[src/rtl/pll_supervisor_pkg.sv]
// -----------------------------------------------------------------------------
// pll_supervisor_pkg
// Shared types and width constants for the PLL lock supervisor.
//   sup_state_e : supervisor FSM states
//   RetryW      : width of the retry_count output
//   LossCntW    : width of the lock_loss_count output
// -----------------------------------------------------------------------------
package pll_supervisor_pkg;

    typedef enum logic [2:0] {
        StResetPll,
        StWaitLock,
        StStable,
        StRelease,
        StRun,
        StFault
    } sup_state_e;

    localparam int unsigned RetryW   = 4;
    localparam int unsigned LossCntW = 8;

endpackage

[src/rtl/pll_lock_supervisor_lock_sync.sv]
// -----------------------------------------------------------------------------
// lock_sync
// Generic 2-FF synchroniser with synchronous active-high reset to 0.
// Ports:
//   clock   : destination clock
//   reset   : synchronous, active-high; clears both stages
//   async_i : asynchronous input
//   sync_o  : input re-timed to clock (2 cycles of latency)
// -----------------------------------------------------------------------------
module lock_sync #(
    parameter int unsigned Width = 1
) (
    input  logic             clock,
    input  logic             reset,
    input  logic [Width-1:0] async_i,
    output logic [Width-1:0] sync_o
);

    logic [Width-1:0] meta_q;
    logic [Width-1:0] sync_q;

    always_ff @(posedge clock) begin
        if (reset) begin
            meta_q <= '0;
            sync_q <= '0;
        end else begin
            meta_q <= async_i;
            sync_q <= meta_q;
        end
    end

    assign sync_o = sync_q;

endmodule

[src/rtl/pll_lock_supervisor.sv]
// -----------------------------------------------------------------------------
// pll_lock_supervisor
// Supervises an EHXPLLL clock tree from the reference clock: pulses the PLL
// reset, waits for a stable synchronised lock (retrying on timeout), then
// releases the downstream domain resets in a staggered order. Lock loss or a
// relock request pulls every domain back into reset and re-runs the sequence.
//
// Optional feature macro: PLL_SUPERVISOR_STATS_EN
//   defined   -> lock_loss_count counts lock-loss events, saturating at 255
//   undefined -> lock_loss_count is tied to 0
//
// Ports:
//   clock           : reference clock
//   reset           : synchronous, active-high
//   pll_locked      : raw PLL LOCK (asynchronous)
//   relock_req      : single-cycle request to restart the sequence
//   lock_lost_clr   : clears the sticky lock_lost flag
//   pll_rst         : to EHXPLLL RST
//   domain_rst      : per-domain active-high reset, bit 0 released first
//   all_ready       : high only while every domain is running
//   fault           : high only after retries are exhausted
//   retry_count     : failed attempts since the last RUN entry or FAULT exit
//   lock_lost       : sticky, set on lock loss after release began
//   lock_loss_count : lock-loss event counter (see macro above)
// -----------------------------------------------------------------------------
module pll_lock_supervisor
    import pll_supervisor_pkg::*;
#(
    parameter int unsigned NUM_DOMAINS         = 4,
    parameter int unsigned PLL_RST_CYCLES      = 16,
    parameter int unsigned LOCK_STABLE_CYCLES  = 1024,
    parameter int unsigned LOCK_TIMEOUT_CYCLES = 65536,
    parameter int unsigned MAX_RETRIES         = 3,
    parameter int unsigned DOMAIN_STAGGER      = 8
) (
    input  logic                   clock,
    input  logic                   reset,
    input  logic                   pll_locked,
    input  logic                   relock_req,
    input  logic                   lock_lost_clr,
    output logic                   pll_rst,
    output logic [NUM_DOMAINS-1:0] domain_rst,
    output logic                   all_ready,
    output logic                   fault,
    output logic [RetryW-1:0]      retry_count,
    output logic                   lock_lost,
    output logic [LossCntW-1:0]    lock_loss_count
);

    // Span from domain_rst[0] falling to the last bit falling.
    localparam int unsigned RelSpan = (NUM_DOMAINS - 1) * DOMAIN_STAGGER;

    // One counter serves every timed state, so size it for the longest.
    localparam int unsigned CntMaxA = (PLL_RST_CYCLES > LOCK_STABLE_CYCLES) ?
                                      PLL_RST_CYCLES : LOCK_STABLE_CYCLES;
    localparam int unsigned CntMaxB = (LOCK_TIMEOUT_CYCLES > CntMaxA) ?
                                      LOCK_TIMEOUT_CYCLES : CntMaxA;
    localparam int unsigned CntMax  = (RelSpan > CntMaxB) ? RelSpan : CntMaxB;
    localparam int unsigned CntW    = $clog2(CntMax + 1);

    localparam logic [CntW-1:0] RstLast     = CntW'(PLL_RST_CYCLES - 1);
    localparam logic [CntW-1:0] StableLast  = CntW'(LOCK_STABLE_CYCLES - 1);
    localparam logic [CntW-1:0] TimeoutLast = CntW'(LOCK_TIMEOUT_CYCLES - 1);
    localparam logic [CntW-1:0] RelLast     = CntW'(RelSpan);

    logic lock_s;

    lock_sync #(
        .Width (1)
    ) u_lock_sync (
        .clock   (clock),
        .reset   (reset),
        .async_i (pll_locked),
        .sync_o  (lock_s)
    );

    sup_state_e             state_q, state_d;
    logic [CntW-1:0]        cnt_q, cnt_d, cnt_inc;
    logic [RetryW-1:0]      retry_q, retry_d;
    logic                   lost_q, lost_d;
    logic                   pll_rst_q, pll_rst_d;
    logic [NUM_DOMAINS-1:0] dom_q, dom_d;
    logic                   ready_q, ready_d;
    logic                   fault_q, fault_d;
    logic                   lock_loss;
    logic [31:0]            rel_elapsed;

    // Lock loss only matters once domain release has begun.
    assign lock_loss = ((state_q == StRelease) || (state_q == StRun)) && !lock_s;
    assign cnt_inc   = cnt_q + CntW'(1);

    always_comb begin
        state_d = state_q;
        cnt_d   = cnt_q;
        retry_d = retry_q;
        lost_d  = lost_q;

        if (lock_lost_clr) begin
            lost_d = 1'b0;
        end

        unique case (state_q)
            StResetPll: begin
                if (cnt_q >= RstLast) begin
                    state_d = StWaitLock;
                    cnt_d   = '0;
                end else begin
                    cnt_d = cnt_inc;
                end
            end
            StWaitLock: begin
                if (lock_s) begin
                    // The locked cycle that ends the wait already counts.
                    state_d = StStable;
                    cnt_d   = CntW'(1);
                end else if (cnt_q >= TimeoutLast) begin
                    cnt_d = '0;
                    if (retry_q < RetryW'(MAX_RETRIES)) begin
                        retry_d = retry_q + RetryW'(1);
                        state_d = StResetPll;
                    end else begin
                        state_d = StFault;
                    end
                end else begin
                    cnt_d = cnt_inc;
                end
            end
            StStable: begin
                if (!lock_s) begin
                    state_d = StWaitLock;
                    cnt_d   = '0;
                end else if (cnt_q >= StableLast) begin
                    cnt_d = '0;
                    if (RelSpan == 0) begin
                        state_d = StRun;
                        retry_d = '0;
                    end else begin
                        state_d = StRelease;
                    end
                end else begin
                    cnt_d = cnt_inc;
                end
            end
            StRelease, StRun: begin
                if (lock_loss) begin
                    state_d = StResetPll;
                    cnt_d   = '0;
                    lost_d  = 1'b1;
                end else if (relock_req) begin
                    state_d = StResetPll;
                    cnt_d   = '0;
                end else if (state_q == StRelease) begin
                    cnt_d = cnt_inc;
                    if (cnt_inc >= RelLast) begin
                        state_d = StRun;
                        retry_d = '0;
                    end
                end
            end
            StFault: begin
                if (relock_req) begin
                    state_d = StResetPll;
                    cnt_d   = '0;
                    retry_d = '0;
                end
            end
            default: begin
                state_d = StResetPll;
                cnt_d   = '0;
            end
        endcase
    end

    // Outputs are decoded from the next state so they register alongside it.
    always_comb begin
        pll_rst_d   = (state_d == StResetPll);
        ready_d     = (state_d == StRun);
        fault_d     = (state_d == StFault);
        rel_elapsed = 32'(cnt_d);
        dom_d       = '1;
        for (int unsigned k = 0; k < NUM_DOMAINS; k++) begin
            if (state_d == StRun) begin
                dom_d[k] = 1'b0;
            end else if (state_d == StRelease) begin
                dom_d[k] = (rel_elapsed < k * DOMAIN_STAGGER);
            end
        end
    end

    always_ff @(posedge clock) begin
        if (reset) begin
            state_q   <= StResetPll;
            cnt_q     <= '0;
            retry_q   <= '0;
            lost_q    <= 1'b0;
            pll_rst_q <= 1'b1;
            dom_q     <= '1;
            ready_q   <= 1'b0;
            fault_q   <= 1'b0;
        end else begin
            state_q   <= state_d;
            cnt_q     <= cnt_d;
            retry_q   <= retry_d;
            lost_q    <= lost_d;
            pll_rst_q <= pll_rst_d;
            dom_q     <= dom_d;
            ready_q   <= ready_d;
            fault_q   <= fault_d;
        end
    end

`ifdef PLL_SUPERVISOR_STATS_EN
    logic [LossCntW-1:0] loss_cnt_q;

    always_ff @(posedge clock) begin
        if (reset) begin
            loss_cnt_q <= '0;
        end else if (lock_loss && (loss_cnt_q != '1)) begin
            loss_cnt_q <= loss_cnt_q + LossCntW'(1);
        end
    end

    assign lock_loss_count = loss_cnt_q;
`else
    assign lock_loss_count = '0;
`endif

    assign pll_rst     = pll_rst_q;
    assign domain_rst  = dom_q;
    assign all_ready   = ready_q;
    assign fault       = fault_q;
    assign retry_count = retry_q;
    assign lock_lost   = lost_q;

endmodule

[config.mk]
export PLATFORM = sky130hd
export DESIGN_NAME = pll_lock_supervisor
export DESIGN_NICKNAME = d
export VERILOG_FILES = /design/src/rtl/pll_supervisor_pkg.sv /design/src/rtl/pll_lock_supervisor_lock_sync.sv /design/src/rtl/pll_lock_supervisor.sv
export SDC_FILE = /design/constraint.sdc
export NUM_CORES = 1
export LEC_CHECK = 0
export BUFFER_PORTS_ARGS = -buffer_cell sky130_fd_sc_hd__clkbuf_2
export CELL_PAD_IN_SITES_DETAIL_PLACEMENT = 0
export CELL_PAD_IN_SITES_GLOBAL_PLACEMENT = 1
export CORE_UTILIZATION = 40
export DETAILED_ROUTE_END_ITERATION = 10
export GPL_TIMING_DRIVEN = 0
export PLACE_DENSITY_LB_ADDON = 0.1
export SKIP_CTS_REPAIR_TIMING = 1
export SYNTH_ARGS = -nofsm -noshare
export SYNTH_HDL_FRONTEND = slang
export SYNTH_SLANG_ARGS = --single-unit
[constraint.sdc]
create_clock -name clock -period 7.59 [get_ports clock]
set_input_delay 0.3795 -clock clock [delete_from_list [all_inputs] [get_ports clock]]
set_output_delay 0.3795 -clock clock [all_outputs]
set_load 0.01 [all_outputs]
==> impl_metrics.json <==
{
  "area_growth_pct": 12.4,
  "yosys_warnings": 0,
  "peakVddDrop_v": 0.0000888,
  "setup_tns_ps": 0,
  "clkTransAtPathRegs_ps": 80,
  "wl_per_cell_um": 16.8,
  "wirelength_met1_um": 3420,
  "r2r-start": "cnt_q[0]",
  "via_per_inst": 5.88,
  "routed_wl_um": 6910,
  "start_util_pct": 41.7,
  "first_iter_violations": 262,
  "cp.required_ps": 7780,
  "placed_area_mm2": 0.00268,
  "mappedNetlistArea_mm2": 0.00249,
  "grt_max_degree": 13,
  "row_count": 28,
  "hold_viol": 0,
  "cts_tree": "done",
  "leakagePower_uw": 0.00111,
  "clock_tree.buffer_depth": 2,
  "worst_slew_pin_slew_ps": 1280,
  "syn_area_per_cell_um2": 8.10,
  "synth_seq_area_share_pct": 27.4,
  "wl_met3_um": 363,
  "setup_viol": 0,
  "wl_met2_um": 3090,
  "post-route-period-util_pct": 50.0,
  "core_area_mm2": 0.00596,
  "startpoint_type": "flop",
  "yosys-top-cells-count": "34 x dfxtp_1, 32 x nor2_1, 31 x a21oi_1",
  "top_layer": "met4",
  "min_period_ps": 3800,
  "hp-start": "pll_locked",
  "drv_slew": 0,
  "nNetsFinal": 345,
  "critPathKind": "flop to flop",
  "vias": 2423,
  "status": "complete, no violations",
  "numClockSinks": 34,
  "ctsHtreeMaxLevel": 2,
  "die_y_um": 80.8,
  "clock_latency_ps": 300,
  "min_to": "u_lock_sync.meta_q",
  "gr-total-overflow": 0,
  "dp_hpwl_um": 5010,
  "yosysMostFrequentCell": "dfxtp_1",
  "whs_ps": 308,
  "hold_class": "input pin to flop",
  "die_w_um": 80.8,
  "first_pass_iters": 5,
  "finalPower_uw": 382,
  "diodes": 0,
  "grt_usage_pct": 22.5,
  "rsz0062_at_grt": "no",
  "r2r_cells": 15,
  "synthTopCellsByArea": "dfxtp_1 27%, a21oi_1 6.2%, nor2_1 4.8%, buf_6 3.2%, buf_4 3.0%",
  "root_buffer": "clkbuf_8",
  "num-fill-cells": 620,
  "portBuffers": 15,
  "seq_area_um2": 681,
  "antenna_left": 0,
  "synth_top_cell_by_area": "dfxtp_1",
  "cp.arrival_ps": 3990,
  "r2r-end": "domain_rst[1]",
  "drc": 0,
  "synth_seq_cells": 34,
  "critPathCaptureType": "flop",
  "top_level_ports": 25,
  "grt_pass1_vias": 2099,
  "synth_edf_count": 0,
  "dieArea_mm2": 0.00653,
  "fin_util_pct": 46.9,
  "powerDensity_mw_per_mm2": 137,
  "holdPathStages": 2,
  "cts_buffers": 5,
  "final_layout_size_suffix_gt1_share_pct": 21.7,
  "cp_max_fo": 10,
  "async_flop_share_pct": 0,
  "synthFlopType": "dfxtp_1",
  "fmax_mhz": 263,
  "netlist.area_leader.share_pct": 27.4,
  "cap_viol_max_count": 0,
  "ys_types": 76,
  "rrSetupSlack_ps": 3790,
  "max_slew_margin_pct": 14.1,
  "antenna_found_initial": 0,
  "grt_pass1_wl_um": 11100,
  "synthCells": 307,
  "multi_input_area_mm2": 0.00158,
  "skew_ps": 6.38,
  "gp_congestion": 0.923,
  "design_area_mm2": 0.00280
}
==> per-layer routing <==
metal,global-route usage (%),up-vias
met3,4.04,5
met5,0,-
met4,5.00,0
li1,-,1184
met1,31.8,1140
met2,35.0,94
==> power by group <==
| part | total (uW) | internal [uW] | switching (uW) |
|---|---|---|---|
| registers | 183 | 180 | 2.94 |
| logic | 20.8 | 8.52 | 12.3 |
| clock network | 179 | 97.8 | 80.9 |
==> cell type report <==
class,count,share of cell area (%)
clock buffers,5,2.46
inverters,7,0.940
well taps,75,3.36
repair buffers,15,2.69
multi-input cells,244,56.6
clock inverters,3,1.61
plain buffers,29,8.01
flip-flops and latches,34,24.4
==> per-stage QoR <==
| stage | std cells | setup slack, ps |
|---|---|---|
| floorplan | 314 | 4490 |
| global placement | 404 | 3860 |
| detailed placement | 404 | 3870 |
| CTS | 412 | 3840 |
| global route | 412 | 3450 |
| finish | 412 | 3790 |
==> how the worst max path moves through the flow <==
stage | startpoint | cells past startpoint | slack [ps] | endpoint
floorplan | cnt_q[0] | 15 | 4490 | domain_rst[1]
global placement | cnt_q[0] | 15 | 3860 | domain_rst[1]
detailed placement | cnt_q[0] | 15 | 3870 | domain_rst[1]
CTS | cnt_q[0] | 15 | 3840 | domain_rst[1]
global route | cnt_q[0] | 15 | 3450 | domain_rst[1]
finish | cnt_q[0] | 15 | 3790 | domain_rst[1]
==> sequential cells by signal, indices dropped and copies added, names as in the netlist <==
register	cells
u_lock_sync.meta_q	1
retry_count	4
lock_lost	1
pll_rst	1
u_lock_sync.sync_o	1
domain_rst	4
state_q	3
all_ready	1
fault	1
cnt_q	17
==> worst max-delay path: stages (launching register included) <==
cell and delay [ps]:
dfxtp_1 420, ha_1 280, clkbuf_1 240, nand2_1 170, nor2_1 90, and3_1 240
and3_1 180, ha_1 190, nor4_1 340, o41ai_1 150, a21bo_2 240, a21oi_2 460
a21oi_2 110, nand4b_1 140, and4b_4 220, a41o_1 230
==> cell usage in the layout, fill, tap and decap left out, types with 5 or more instances in the layout <==
master	count
nor2b_1	7
buf_4	10
nand3_1	9
dfxtp_1	34
clkbuf_8	7
o21ai_1	8
inv_1	6
xnor2_1	5
o21ai_0	7
nor3_1	13
buf_6	7
nor2_1	32
a21oi_1	31
clkbuf_1	8
nand2_1	16
clkbuf_2	15
and3_1	6
conb_1	8
==> cells by family (layout without fill, tap and decap cells) <==
family | Yosys count | after routing | share of synthesized area [%]
xor+xnor | 7 | 7 | 2.47
fa+ha+maj | 4 | 4 | 2.01
simple gates | 125 | 125 | 29.3
compound gates | 96 | 96 | 27.0
flops | 34 | 34 | 27.4
buf+inv | 36 | 59 | 10.1
mux | 4 | 4 | 1.61
other cells | 1 | 8 | 0.151
No activity file was read; power rests on OpenSTA's default activity.
